[src/rtl/mem_port_arbiter.sv]
// Shares one external memory port between the instruction-fetch and data ports.
// Data has priority; a starvation counter forces a fetch grant after STARVE_LIM data grants.
module mem_port_arbiter #(
  parameter int unsigned XLEN       = 32,
  parameter int unsigned STARVE_LIM = 4
) (
  input  logic            clk,
  input  logic            reset,
  // Instruction-fetch port
  input  logic            if_req_i,
  input  logic [XLEN-1:0] if_adr_i,
  output logic            if_gnt_o,
  output logic            if_rvalid_o,
  output logic [31:0]     if_rdata_o,
  // Data port
  input  logic            d_req_i,
  input  logic [XLEN-1:0] d_adr_i,
  input  logic            d_we_i,
  input  logic [2:0]      d_size_i,
  input  logic [XLEN-1:0] d_wdata_i,
  output logic            d_gnt_o,
  output logic            d_rvalid_o,
  output logic [XLEN-1:0] d_rdata_o,
  // Memory port
  output logic            mem_req_o,
  output logic [XLEN-1:0] mem_adr_o,
  output logic            mem_we_o,
  output logic [2:0]      mem_size_o,
  output logic [XLEN-1:0] mem_wdata_o,
  input  logic            mem_gnt_i,
  input  logic            mem_rvalid_i,
  input  logic [XLEN-1:0] mem_rdata_i,
  output logic            busy_o
);

  localparam int unsigned SW = (STARVE_LIM < 1) ? 1 : $clog2(STARVE_LIM + 1);
  localparam logic [SW-1:0] StarveMax = SW'(STARVE_LIM);

  typedef enum logic [1:0] {StIdle, StReq, StWait} state_e;
  typedef enum logic {OwnData, OwnFetch} owner_e;

  state_e        state_q;
  owner_e        owner_q;
  logic [SW-1:0] starve_q;

  owner_e winner;
  logic   pending;
  logic   drive;
  logic   sel_fetch;

  assign pending = if_req_i | d_req_i;
  assign winner  = (if_req_i && (!d_req_i || starve_q == StarveMax)) ? OwnFetch : OwnData;

  // In IDLE the winner is chosen live; in REQ the latched owner keeps the port.
  always_comb begin
    drive     = 1'b0;
    sel_fetch = 1'b0;
    unique case (state_q)
      StIdle: begin
        drive     = pending;
        sel_fetch = (winner == OwnFetch);
      end
      StReq: begin
        drive     = 1'b1;
        sel_fetch = (owner_q == OwnFetch);
      end
      default: begin
        drive     = 1'b0;
        sel_fetch = (owner_q == OwnFetch);
      end
    endcase
  end

  always_comb begin
    mem_req_o   = 1'b0;
    mem_adr_o   = '0;
    mem_we_o    = 1'b0;
    mem_size_o  = 3'b000;
    mem_wdata_o = '0;
    if_gnt_o    = 1'b0;
    d_gnt_o     = 1'b0;
    if_rvalid_o = 1'b0;
    if_rdata_o  = '0;
    d_rvalid_o  = 1'b0;
    d_rdata_o   = '0;
    busy_o      = 1'b0;
    if (!reset) begin
      busy_o = (state_q != StIdle);
      if (drive) begin
        mem_req_o = 1'b1;
        if (sel_fetch) begin
          mem_adr_o  = if_adr_i;
          mem_size_o = 3'b010;
          if_gnt_o   = mem_gnt_i;
        end else begin
          mem_adr_o   = d_adr_i;
          mem_we_o    = d_we_i;
          mem_size_o  = d_size_i;
          mem_wdata_o = d_wdata_i;
          d_gnt_o     = mem_gnt_i;
        end
      end
      // Responses outside WAIT are protocol errors and are dropped.
      if (state_q == StWait && mem_rvalid_i) begin
        if (owner_q == OwnFetch) begin
          if_rvalid_o = 1'b1;
          if_rdata_o  = mem_rdata_i[31:0];
        end else begin
          d_rvalid_o = 1'b1;
          d_rdata_o  = mem_rdata_i;
        end
      end
    end
  end

  always_ff @(posedge clk) begin
    if (reset) begin
      state_q  <= StIdle;
      owner_q  <= OwnData;
      starve_q <= '0;
    end else begin
      unique case (state_q)
        StIdle: begin
          if (pending) begin
            owner_q <= winner;
            state_q <= mem_gnt_i ? StWait : StReq;
          end
        end
        StReq: begin
          if (mem_gnt_i) state_q <= StWait;
        end
        StWait: begin
          if (mem_rvalid_i) state_q <= StIdle;
        end
        default: state_q <= StIdle;
      endcase
      if (if_gnt_o) begin
        starve_q <= '0;
      end else if (d_gnt_o && if_req_i && starve_q != StarveMax) begin
        starve_q <= starve_q + 1'b1;
      end
    end
  end

endmodule

[config.mk]
export PLATFORM = sky130hd
export DESIGN_NAME = mem_port_arbiter
export DESIGN_NICKNAME = d
export VERILOG_FILES = /design/src/rtl/mem_port_arbiter.sv
export SDC_FILE = /design/constraint.sdc
export NUM_CORES = 1
export LEC_CHECK = 0
export BUFFER_PORTS_ARGS = -buffer_cell sky130_fd_sc_hd__buf_2
export CAP_MARGIN = 20
export CORE_AREA = 2 2 107 109
export CTS_CLUSTER_DIAMETER = 150
export DETAILED_ROUTE_END_ITERATION = 10
export DIE_AREA = 0 0 109 111
export GPL_TIMING_DRIVEN = 0
export MAX_ROUTING_LAYER = met4
export PLACE_DENSITY = 0.52
export SYNTH_ARGS = -nofsm -noshare
export SYNTH_HDL_FRONTEND = slang
export SYNTH_SLANG_ARGS = --single-unit
[constraint.sdc]
create_clock -name clk -period 1.6 [get_ports clk]
set_input_delay 0.16 -clock clk [delete_from_list [all_inputs] [get_ports clk]]
set_output_delay 0.16 -clock clk [all_outputs]
set_load 0.02 [all_outputs]
# Yosys cells after proc, flatten, opt, wreduce, memory -nomap -nowiden

Index checks and enable logic that the tools add are counted.

Register bits: 6

Muxes and demuxes: 41
Equality and inequality tests: 7
Bitwise operators: 1
Add/sub/neg operators: 1
Reduce and logical (&&, ||, !) cells: 11

Operators by type and width:

| operator                                       | number |
|---|---|
| two-way mux 32 bit                             | 12 |
| two-way mux 1 bit                              | 20 |
| two-way mux 3 bit                              | 3 |
| two-way mux 2 bit                              | 4 |
| inequality test 2 bit (second input constant)  | 3 |
| one-hot mux 2 bit (3 select lines)             | 1 |
| logical AND 1 bit                              | 4 |
| adder 3 x 1 -> 3 bit (second input constant)   | 1 |
| == test 3 bit (second input constant)          | 1 |
| inequality test 3 bit (second input constant)  | 1 |
| AND reduction 3 bit                            | 1 |
| == test 2 x 1 -> 1 bit (second input constant) | 1 |
| == test 2 bit (second input constant)          | 1 |
| logical NOT 2 bit                              | 1 |
| one-hot mux 1 bit (2 select lines)             | 1 |
| AND reduction 2 bit                            | 1 |
| nonzero test 2 bit                             | 1 |
| OR reduction 2 bit                             | 1 |
| logical NOT 1 bit                              | 1 |
| logical OR 1 bit                               | 1 |
| OR 1 bit                                       | 1 |

# Longest topological paths before layout

Depth after elaboration: 10
Mapped depth: 8
Gate-level depth less buffers: 6

# Worst setup path before layout

Ideal clock, no wire load.

Kind: flip-flop to output port
From: register starve_q[0]
To: output port mem_adr_o[10]
Slack: -143 ps
Data arrival time: 1,583 ps
Stages on the path, launching flop included: 9
Cells stage by stage: dfxtp_1 > inv_1 > ha_1 > a21boi_1 > o31ai_2 > buf_4 > buf_6 > mux2i_1 > nor2_1

Cells in the longest elaborated chain, start to end: 8

RTL lines:

| element                | line | source |
|---|---|---|
| from (decl)            | 44   | `logic [SW-1:0] starve_q;` |
| from (signal assigned) | 140  | `starve_q <= starve_q + 1'b1;` |
| == test 3 bit          | 52   | `assign winner = (if_req_i && (!d_req_i \|\| starve_q == StarveMax)) ? OwnFetch : OwnData;` |
| logical OR 1 bit       | 52   |  |
| logical AND 1 bit      | 52   |  |
| two-way mux 1 bit      | 52   |  |
| two-way mux 1 bit      | 58   | `unique case (state_q)` |
| two-way mux 32 bit     | 91   | `if (sel_fetch) begin` |
| two-way mux 32 bit     | 89   | `if (drive) begin` |
| two-way mux 32 bit     | 87   | `if (!reset) begin` |
| to (decl)              | 26   | `output logic [XLEN-1:0] mem_adr_o,` |

Every way passes these cells.

# Worst setup path after layout

From: register state_q[0]
To: output port mem_adr_o[25]

Cells in the longest elaborated chain, start to end: 5
Elaborated cells on any way between the ends: 7
Those cells by class: eq/ne: 1; mux: 5; reduce/logical: 1

RTL lines:

| element                | line | source |
|---|---|---|
| from (decl)            | 42   | `state_e state_q;` |
| from (signal assigned) | 118  | `state_q <= StIdle;` |
| from (signal assigned) | 126  | `state_q <= mem_gnt_i ? StWait : StReq;` |
| from (signal assigned) | 130  | `if (mem_gnt_i) state_q <= StWait;` |
| logical NOT 2 bit      | 58   |  |
| two-way mux 1 bit      | 58   |  |
| two-way mux 32 bit     | 91   |  |
| two-way mux 32 bit (*) | 89   |  |
| two-way mux 32 bit (*) | 87   |  |

Every way passes the cells marked *; elsewhere a longest branch is shown, timed or not.

==> report_table.html <==
<table>
<tr><th>Metric</th><th>Value</th></tr>
<tr><th colspan="2">Route</th></tr>
<tr><td>Vias/cell</td><td>4.16</td></tr>
<tr><td>Wire per inst</td><td>14.0 µm</td></tr>
<tr><td>Number of DRC violations after detailed routing</td><td>0</td></tr>
<tr><td>Remaining antenna violation count</td><td>0</td></tr>
<tr><td>Overall via count from detail_route</td><td>2835</td></tr>
<tr><td>Number of iterations in the first detailed-routing pass</td><td>4</td></tr>
<tr><td>Total wire length</td><td>9560 µm</td></tr>
<tr><td>Count of routing violations after the opening detailed-route iteration</td><td>65</td></tr>
<tr><th colspan="2">Timing</th></tr>
<tr><td>Unrepaired setup endpoints after global routing</td><td>yes</td></tr>
<tr><td>Final Skew</td><td>roughly 0.0049 ns</td></tr>
<tr><td>Number of hold violations in the final report</td><td>0</td></tr>
<tr><td>Shortest clock period the worst path allows after layout</td><td>2.03 ns</td></tr>
<tr><td>Max Slew Vio Count</td><td>0</td></tr>
<tr><td>Worst Max-Slew Pin Slew</td><td>roughly 0.33 ns</td></tr>
<tr><td>Final worst path period share</td><td>127%</td></tr>
<tr><td>Fmax</td><td>492 MHz</td></tr>
<tr><td>Relative slew margins</td><td>78.0%</td></tr>
<tr><td>Fin worst setup slack</td><td>-0.431 ns</td></tr>
<tr><td>Final setup viols</td><td>137</td></tr>
<tr><td>Final-layout worst hold slack</td><td>0.199 ns</td></tr>
<tr><th colspan="2">Cells and area</th></tr>
<tr><td>Highest-count cells in the layout ignoring fill and taps</td><td>sky130_fd_sc_hd__buf_2 (166), sky130_fd_sc_hd__buf_6 (116), sky130_fd_sc_hd__and2_4 (92)</td></tr>
<tr><td>Layout cells sized above 1</td><td>roughly 90%</td></tr>
<tr><td>Most common library cell in the layout ignoring fill and taps</td><td>sky130_fd_sc_hd__buf_2</td></tr>
<tr><td>Number of standard cells in the layout, taps in and fillers out</td><td>slightly below 700</td></tr>
<tr><td>Post-layout net count</td><td>681</td></tr>
<tr><td>Antenna cell count</td><td>0</td></tr>
<tr><td>Area growth from synthesis to final layout</td><td>203%</td></tr>
<tr><td>Core occupancy in the finished layout</td><td>43.4%</td></tr>
<tr><th colspan="2">CTS</th></tr>
<tr><td>Source-to-sink clock delay at the later pin of the worst-skew pair</td><td>0.23 ns</td></tr>
<tr><td>TritonCTS Buffers</td><td>3</td></tr>
<tr><td>Library cell used as clock root buffer</td><td>sky130_fd_sc_hd__clkbuf_16</td></tr>
<tr><td>Depth of the CTS H-tree</td><td>1</td></tr>
<tr><td>CTS tree</td><td>yes</td></tr>
<tr><td>Post-CTS Hold Fix Bufs</td><td>0</td></tr>
<tr><td>Number of sinks on the clock net</td><td>6</td></tr>
<tr><td>Buffers from clock root to sink, at most</td><td>2</td></tr>
<tr><td>Clock input transition at the sequential cells of the worst setup and hold paths</td><td>0.03 ns</td></tr>
<tr><th colspan="2">Global route</th></tr>
<tr><td>Number of global-route vias before repair</td><td>2656</td></tr>
<tr><td>Overall routing resource usage</td><td>13.4%</td></tr>
<tr><td>First-pass GRT wire length</td><td>roughly 13000 µm</td></tr>
<tr><td>Initial antenna violation count</td><td>0</td></tr>
<tr><td>Pin count of the biggest net entering global routing</td><td>11</td></tr>
<tr><td>Sum of overflow across all layers after global routing</td><td>0</td></tr>
<tr><th colspan="2">Power and ir drop</th></tr>
<tr><td>Tot Pwr</td><td>roughly 1800 µW</td></tr>
<tr><td>Maximum VDD drop</td><td>471 µV</td></tr>
<tr><td>Net switching power</td><td>roughly 670 µW</td></tr>
<tr><td>Flop pwr share</td><td>9.3%</td></tr>
<tr><td>Part of the total power dissipated in the clock network</td><td>22.6%</td></tr>
<tr><td>Switching portion of total power</td><td>37.4%</td></tr>
<tr><td>Internal Dissipation</td><td>1130 µW</td></tr>
<tr><td>Leakage power of the design</td><td>0.00246 µW</td></tr>
<tr><td>Combinational cell fraction of total power</td><td>68.1%</td></tr>
<tr><td>Power per standard cell area</td><td>374 nW/µm²</td></tr>
<tr><th colspan="2">Setup path</th></tr>
<tr><td>Reg-to-reg startpoint</td><td>starve_q[0]$_SDFFE_PP0P_</td></tr>
<tr><td>Cells along the critical path</td><td>or2_4 -&gt; o31ai_4 -&gt; buf_6 -&gt; buf_8 -&gt; mux2i_2 -&gt; nor2_2 -&gt; buf_2</td></tr>
<tr><td>Critical path's top delay family</td><td>buffers and inverters</td></tr>
<tr><td>Data required, critical path</td><td>1.44 ns</td></tr>
<tr><td>CP max stage delay</td><td>around 0.35 ns</td></tr>
<tr><td>Worst setup EP type</td><td>output pin</td></tr>
<tr><td>Arrival time of data at the critical path endpoint</td><td>1.87 ns</td></tr>
<tr><td>Critical R2R Capture</td><td>owner_q$_SDFFE_PP0P_</td></tr>
<tr><td>Cell at the slowest stage of the critical path</td><td>sky130_fd_sc_hd__dfxtp_4</td></tr>
<tr><td>Maximum fanout encountered on the critical timing path</td><td>10</td></tr>
<tr><td>Slack of the worst reg-to-reg path</td><td>0.06 ns</td></tr>
<tr><td>Startpoint kind of the worst setup timing path</td><td>flop</td></tr>
<tr><td>Logic depth of the worst register-to-register path</td><td>9</td></tr>
<tr><td>Classification of the worst setup path</td><td>reg -&gt; out</td></tr>
<tr><td>Buf/Inv on CP</td><td>3</td></tr>
<tr><th colspan="2">Place</th></tr>
<tr><td>Routability-driven placement congestion ratio</td><td>0.787</td></tr>
<tr><td>Half-perimeter wire length after detailed placement</td><td>6480 µm</td></tr>
<tr><td>Placed Cells</td><td>655</td></tr>
<tr><td>Placement-stage worst setup slack</td><td>-0.422 ns</td></tr>
<tr><td>Count of buffers inserted at the top-level ports</td><td>275</td></tr>
<tr><th colspan="2">Worst hold path</th></tr>
<tr><td>Path class of the lowest-slack min-delay path</td><td>in -&gt; reg</td></tr>
<tr><td>Capture endpoint of the worst hold path</td><td>state_q[0]$_SDFFE_PP0P_</td></tr>
<tr><td>Hold Crit Start</td><td>mem_gnt_i</td></tr>
<tr><td>Worst hold path cell count</td><td>2</td></tr>
<tr><th colspan="2">Floorplanning</th></tr>
<tr><td>Placeable Area</td><td>11100 µm²</td></tr>
<tr><td>Die width</td><td>109 µm</td></tr>
<tr><td>Overall die area</td><td>roughly 12000 µm²</td></tr>
<tr><td>Io pins</td><td>276</td></tr>
<tr><td>Initial cell density of the core</td><td>between 10 and 15%</td></tr>
<tr><td>Total number of placement rows</td><td>39</td></tr>
<tr><td>Die height</td><td>111 µm</td></tr>
<tr><th colspan="2">Run status</th></tr>
<tr><td>Violations in the final reports</td><td>negative setup slack</td></tr>
<tr><td>Result of the run</td><td>finished, violations left</td></tr>
<tr><th colspan="2">Synthesis</th></tr>
<tr><td>Sequential share of the synthesized area</td><td>under 10%</td></tr>
<tr><td>Top cells by area in the synthesized netlist</td><td>sky130_fd_sc_hd__and2_1 (40%), sky130_fd_sc_hd__mux2i_1 (20%), sky130_fd_sc_hd__nor2_1 (9.7%)</td></tr>
<tr><td>Post-Syn Nets</td><td>377</td></tr>
<tr><td>Post-synthesis instance area</td><td>~1600 µm²</td></tr>
<tr><td>Register bit total from synthesis</td><td>6</td></tr>
<tr><td>Average footprint of a synthesized cell</td><td>6.69 µm²</td></tr>
<tr><td>Number of instances in the synthesized netlist</td><td>237</td></tr>
<tr><td>Area share of the largest cell type after synthesis</td><td>39.8%</td></tr>
<tr><td>Post-synthesis cell type with the largest combined area</td><td>sky130_fd_sc_hd__and2_1</td></tr>
<tr><td>Yosys warns</td><td>0</td></tr>
<tr><td>Number of distinct library cells after synthesis</td><td>30</td></tr>
<tr><th colspan="2">Job</th></tr>
<tr><td>Number of max-cap violations</td><td>0</td></tr>
</table>
[cell type report]
type                            count  area, µm²
Inverter                            4       15.0
Timing Repair Buffer              300       2350
Sequential cell                     6        130
Tap cell                          143        179
Multi-Input combinational cell    210       1820
Clock buffer                        3       75.1
Fill cell                        1064       6270
Buffer                             16        235
[metrics by stage]
step                      cell area, µm²  setup TNS, ns
after detailed placement            3270         -33.23
after global routing                4810         -53.66
final                               4810         -43.69
after floorplan                     1710         -0.665
after CTS                           4290         -45.66
after global placement              3270         -30.37
[flip-flops by register name, summed over array words and instances (netlist names)]
signal    cells
state_q       2
starve_q      3
owner_q       1
[timing repair]
| item | CTS | global route |
|---|---|---|
| setup endpoints to repair | 137 | 141 |
| gates resized for setup | 259 | 150 |
| buffers inserted | 17 | 2 |
| pin swaps | 35 | 37 |
| cloned | 5 | 3 |
[how the worst max path moves through the flow]
stage                            startpoint       endpoint  cells after the start
global route        state_q[0]$_SDFFE_PP0P_  mem_adr_o[25]                      7
global placement    state_q[0]$_SDFFE_PP0P_  d_rdata_o[18]                      6
finish              state_q[0]$_SDFFE_PP0P_  mem_adr_o[25]                      7
CTS                 state_q[0]$_SDFFE_PP0P_  mem_adr_o[10]                      7
detailed placement  state_q[0]$_SDFFE_PP0P_  d_rdata_o[18]                      6
floorplan           state_q[0]$_SDFFE_PP0P_  mem_adr_o[10]                      6
[cells in the mapped netlist]
cell type,instances
sky130_fd_sc_hd__a21boi_1,1
sky130_fd_sc_hd__a21oi_1,4
sky130_fd_sc_hd__a21oi_2,1
sky130_fd_sc_hd__a31o_2,1
sky130_fd_sc_hd__and2_1,101
sky130_fd_sc_hd__and3_1,2
sky130_fd_sc_hd__buf_2,2
sky130_fd_sc_hd__buf_4,1
sky130_fd_sc_hd__buf_6,4
sky130_fd_sc_hd__clkbuf_1,10
sky130_fd_sc_hd__dfxtp_1,6
sky130_fd_sc_hd__ha_1,2
sky130_fd_sc_hd__inv_1,4
sky130_fd_sc_hd__mux2i_1,32
sky130_fd_sc_hd__nand2_1,6
sky130_fd_sc_hd__nand2_2,1
sky130_fd_sc_hd__nand3_1,3
sky130_fd_sc_hd__nor2_1,41
sky130_fd_sc_hd__nor2_2,1
sky130_fd_sc_hd__nor2b_1,1
sky130_fd_sc_hd__nor3_1,1
sky130_fd_sc_hd__nor3b_1,1
sky130_fd_sc_hd__o2111a_1,1
sky130_fd_sc_hd__o2111ai_1,1
sky130_fd_sc_hd__o21ai_0,3
sky130_fd_sc_hd__o31ai_1,2
sky130_fd_sc_hd__o31ai_2,1
sky130_fd_sc_hd__or2_4,1
sky130_fd_sc_hd__or3_4,1
sky130_fd_sc_hd__or4_4,1
[layer usage]
layer	wire [µm]	track usage, %
met3	641	1.59
met5	0	-
met1	3380	14.3
met4	231	3.42
met2	5310	25.6
[power groups by stage]
stage / Sequential [µW] / Combinational [µW] / Clock (µW)
finish: 167 / 1230 / 407
global route: 168 / 1300 / 425
CTS: 166 / 1090 / 412
detailed placement: 168 / 857 / 0
global placement: 168 / 849 / 0
floorplan: 165 / 512 / 0
[kinds of logic (layout without fill, tap and decap cells)]
logic type	count (synthesis)	after routing	synth area share [%]
muxes	32	32	20.2
DFF	6	6	7.57
AOI/OAI and AO/OA	15	15	6.78
buffers and inverters	21	323	7.26
adders and majority gates	2	2	1.58
and+or+nand+nor	161	161	56.6
No activity file was read; power rests on OpenSTA's default activity.
